`src/rtl/mix_sample_fifo.sv`:
```
// Four-voice drum mixer: sums offset-binary voices into a signed 32-bit word once
// per sample tick and buffers the words in a small FIFO drained by valid/ready.
module mix_sample_fifo #(
  parameter int unsigned DIV   = 1042,
  parameter int unsigned DEPTH = 8,
  parameter int unsigned AW    = 3
) (
  input  logic          clk,
  input  logic          reset,
  input  logic          en,
  input  logic [7:0]    audio0,
  input  logic [7:0]    audio1,
  input  logic [7:0]    audio2,
  input  logic [7:0]    audio3,
  output logic [31:0]   out_data,
  output logic          out_valid,
  input  logic          out_ready,
  output logic [AW:0]   level,
  output logic          overrun,
  output logic [7:0]    drop_count
);

  localparam logic [15:0] TICK_AT = 16'(DIV - 1);
  localparam logic [AW:0] FULL    = (AW+1)'(DEPTH);

  logic [15:0]   div_q, div_d;
  logic [AW-1:0] wr_ptr_q, wr_ptr_d;
  logic [AW-1:0] rd_ptr_q, rd_ptr_d;
  logic [AW:0]   level_q, level_d;
  logic          overrun_q, overrun_d;
  logic [7:0]    drop_q, drop_d;
  logic [31:0]   mem_q [DEPTH];

  logic               tick;
  logic               pop;
  logic               push_ok;
  logic               drop;
  logic signed [9:0]  mix_sum;
  logic [31:0]        mix_word;

  function automatic logic signed [9:0] centred(input logic [7:0] v);
    return $signed({2'b00, v}) - 10'sd128;
  endfunction

  // Four values in -128..127 always fit in 10 signed bits, so no saturation.
  always_comb begin
    mix_sum  = centred(audio0) + centred(audio1) + centred(audio2) + centred(audio3);
    mix_word = en ? {mix_sum, 22'b0} : '0;
  end

  always_comb begin
    tick    = (div_q == TICK_AT);
    div_d   = tick ? '0 : div_q + 16'd1;
    pop     = (level_q != '0) && out_ready;
    push_ok = tick && ((level_q < FULL) || pop);
    drop    = tick && !push_ok;

    wr_ptr_d = push_ok ? wr_ptr_q + AW'(1) : wr_ptr_q;
    rd_ptr_d = pop ? rd_ptr_q + AW'(1) : rd_ptr_q;

    level_d = level_q;
    case ({push_ok, pop})
      2'b10:   level_d = level_q + (AW+1)'(1);
      2'b01:   level_d = level_q - (AW+1)'(1);
      default: level_d = level_q;
    endcase

    overrun_d = overrun_q | drop;
    drop_d    = (drop && (drop_q != 8'hFF)) ? drop_q + 8'd1 : drop_q;
  end

  always_ff @(posedge clk or negedge reset) begin
    if (!reset) begin
      div_q     <= '0;
      wr_ptr_q  <= '0;
      rd_ptr_q  <= '0;
      level_q   <= '0;
      overrun_q <= 1'b0;
      drop_q    <= '0;
    end else begin
      div_q     <= div_d;
      wr_ptr_q  <= wr_ptr_d;
      rd_ptr_q  <= rd_ptr_d;
      level_q   <= level_d;
      overrun_q <= overrun_d;
      drop_q    <= drop_d;
    end
  end

  always_ff @(posedge clk) begin
    if (push_ok) mem_q[wr_ptr_q] <= mix_word;
  end

  assign out_valid  = (level_q != '0);
  assign out_data   = out_valid ? mem_q[rd_ptr_q] : '0;
  assign level      = level_q;
  assign overrun    = overrun_q;
  assign drop_count = drop_q;

endmodule

```
`config.mk`:
```
export PLATFORM = sky130hd
export DESIGN_NAME = mix_sample_fifo
export DESIGN_NICKNAME = d
export VERILOG_FILES = /design/src/rtl/mix_sample_fifo.sv
export SDC_FILE = /design/constraint.sdc
export NUM_CORES = 1
export LEC_CHECK = 0
export ABC_AREA = 0
export CAP_MARGIN = 20
export CORE_ASPECT_RATIO = 1.25
export CORE_MARGIN = 4
export CORE_UTILIZATION = 51
export CTS_CLUSTER_SIZE = 24
export DETAILED_ROUTE_END_ITERATION = 10
export GPL_TIMING_DRIVEN = 0
export PLACE_DENSITY = 0.75
export SYNTH_ARGS = -nofsm -noshare
export SYNTH_HDL_FRONTEND = slang
export SYNTH_SLANG_ARGS = --single-unit
```
`constraint.sdc`:
```
create_clock -name clk -period 4.6 [get_ports clk]
set_input_delay 0.46 -clock clk [delete_from_list [all_inputs] [get_ports clk]]
set_output_delay 0.46 -clock clk [all_outputs]
set_load 0.02 [all_outputs]
```
==> flow_metrics.tcl <==
set metrics [dict create \
    drc 0 \
    finalClockSkew_ps 6.42 \
    rsz0062_at_grt "no" \
    maxUsedRoutingLayer "met4" \
    clock-root-buffer "clkbuf_16" \
    fin_nets 592 \
    drt_wl_total_mm 10.6 \
    yosys.area.top_type "edfxtp_1" \
    worst_setup_path_end_kind "register" \
    post-route-cell-area_mm2 0.00721 \
    synth_area_mm2 0.00579 \
    finalMaxSlewViolations 0 \
    tightest_slew_ps 1020 \
    drt_iter0_markers 158 \
    worstSetupStartpoint "audio0[1]" \
    io_buffers 59 \
    grt_first_pass_wirelength_mm 17.6 \
    worstSetupStartpointType "input pin" \
    netlist_top_cells_area "edfxtp_1 (42%), dfrtp_1 (15%), mux4_2 (7.8%)" \
    crit_fanout 8 \
    peakVddDrop_mv 0.259 \
    cts-root-to-sink-buffers 2 \
    min_period_ps 3850 \
    rows 43 \
    grt_max_degree 36 \
    ys_types 43 \
    n_fill_cell 800 \
    drive_gt1_frac 0.161 \
    initial_core_util 0.522 \
    final.setup.tns_ps 0 \
    min_path_type "in -> async" \
    grt-ovfl-total 0 \
    cts-resized-gates 0 \
    fin_crit_sh 0.836 \
    wl_met1_mm 4.19 \
    cp.required_ps 4690 \
    r2r-start "div_q[1]" \
    synth_top_flop_cell "edfxtp_1" \
    clock_sinks 115 \
    tritoncts "yes" \
    powerDensity_mw_per_mm2 504 \
    placed_cell_area_mm2 0.00666 \
    via_count 3409 \
    synth_most_common_cell "edfxtp_1" \
    die_w_um 103 \
    finalSetupViolCount 0 \
    area_growth_pct 24.6 \
    fmax_ghz 0.260 \
    core-area_mm2 0.0111 \
    yosysWarnings 0 \
    crit_type "in -> reg" \
    status "completed" \
    die-area_mm2 0.0131 \
    hpwl_mm 7.64 \
    die_height_um 127 \
    cts_buffers 17 \
    setup_slack_ps 755 \
    wl_met2_mm 5.82 \
    antenna_found_initial 0 \
    first_pass_iters 4 \
    grt_pass1_vias 3664 \
    worstPathArrival_ps 3940 \
    vias_per_cell 5.10 \
    slew-limit-headroom 0.321 \
    cts_setup_buffers 0 \
    syn_inst 419 \
    drv_cap 0 \
    clock_latency_ps 400 \
    n_antenna_cell 0 \
    htreeDepth 4 \
    cts.clk_slew.worst_paths_ps 50 \
    power_mw 3.64 \
    synth_common_cells "edfxtp_1 (80), inv_1 (53), dfrtp_1 (35), nor2_1 (29), buf_4 (23)" \
    avgRoutedWirePerCell_um 15.9 \
    synth.top_cell.area_share 0.415 \
    utilization 0.651 \
    p_leak_nw 2.93 \
    gp_congestion 0.766 \
    final_antenna_net_count 0 \
    grt_usage 0.178 \
    synth-edff-count 80 \
    ys_seq_area_frac 0.566 \
    synth_area_per_cell_um2 13.8 \
    hold_violations 0 \
    ys_seq_elements 115 \
    cts_hold_buf 0 \
    synthArstFlopShare 0.304 \
    dp_slack_ps 356 \
    wl_met3_um 474 \
    pin_count 82 \
]
-- layout by cell type, fill, tap and decap left out, drive strengths merged, types with 8 or more instances in the layout --
| cell type | count |
|---|---|
| nor3 | 8 |
| conb | 22 |
| edfxtp | 80 |
| inv | 53 |
| mux2i | 10 |
| clkdlybuf4s50 | 58 |
| buf | 29 |
| fa | 18 |
| nand3 | 9 |
| mux4 | 20 |
| nand2 | 12 |
| nor2 | 29 |
| ha | 17 |
| dfrtp | 35 |
| xnor2 | 20 |
| clkbuf | 30 |
| xor2 | 11 |
-- path summary, 6_finish.rpt --
path	to	slack [ps]	cells past startpoint
max	mem_q[1][29]	750	13
max reg2reg	level[3]	1710	13
min reg2reg	overrun	470	1
max in group asynchronous	div_q[12]	3990	1
min in group clk	overrun	470	1
min	level[0]	130	1
-- report_power, final --
part / switching [mW] / internal, mW
Combinational: 0.642 / 0.570
Clock: 0.412 / 0.760
Sequential: 0.0368 / 1.22
Total: 1.09 / 2.55
-- kinds of logic after synthesis --
family	share of synthesized area
compound gates	0.0242
xor+xnor	0.0469
fa+ha+maj	0.0990
buf+inv	0.0698
flops	0.566
mux	0.103
other cells	0.000648
simple gates	0.0901
-- critical path, cell delays in order --
cell and delay (ps):
clkdlybuf4s50_1 460, inv_1 50, fa_1 550, fa_1 410, inv_1 70, ha_1 200, inv_1 70, fa_1 390
nand2b_1 180, a21oi_1 240, o21a_1 170, nor3_1 50, nor3_1 630
-- state kept, by name, summed over array words and instances, names as in the netlist --
name / count
div_q: 16
drop_count: 8
level: 4
mem_q: 80
overrun: 1
rd_ptr_q: 3
wr_ptr_q: 3
-- cell type report --
cell class | instances | area [µm²] | share of cell area
multi-input cells | 241 | 2210 | 0.307
repair buffers | 62 | 616 | 0.0854
plain buffers | 31 | 205 | 0.0285
well taps | 135 | 169 | 0.0234
flip-flops and latches | 115 | 3280 | 0.455
clock buffers | 24 | 472 | 0.0654
clock inverters | 8 | 62.6 | 0.00867
inverters | 53 | 199 | 0.0276
-- per-stage QoR --
stage / hold WS [ps] / instances
floorplan: 164 / 440
global placement: 457 / 634
detailed placement: 465 / 635
CTS: 157 / 667
global route: 193 / 669
finish: 126 / 669
-- layer usage --
| layer | track usage | up-vias |
|---|---|---|
| met5 | 0 | - |
| met4 | 0.0549 | 0 |
| met3 | 0.0508 | 10 |
| met2 | 0.309 | 78 |
| met1 | 0.212 | 1690 |
| li1 | - | 1631 |
Power figures use the tool's default switching activity.
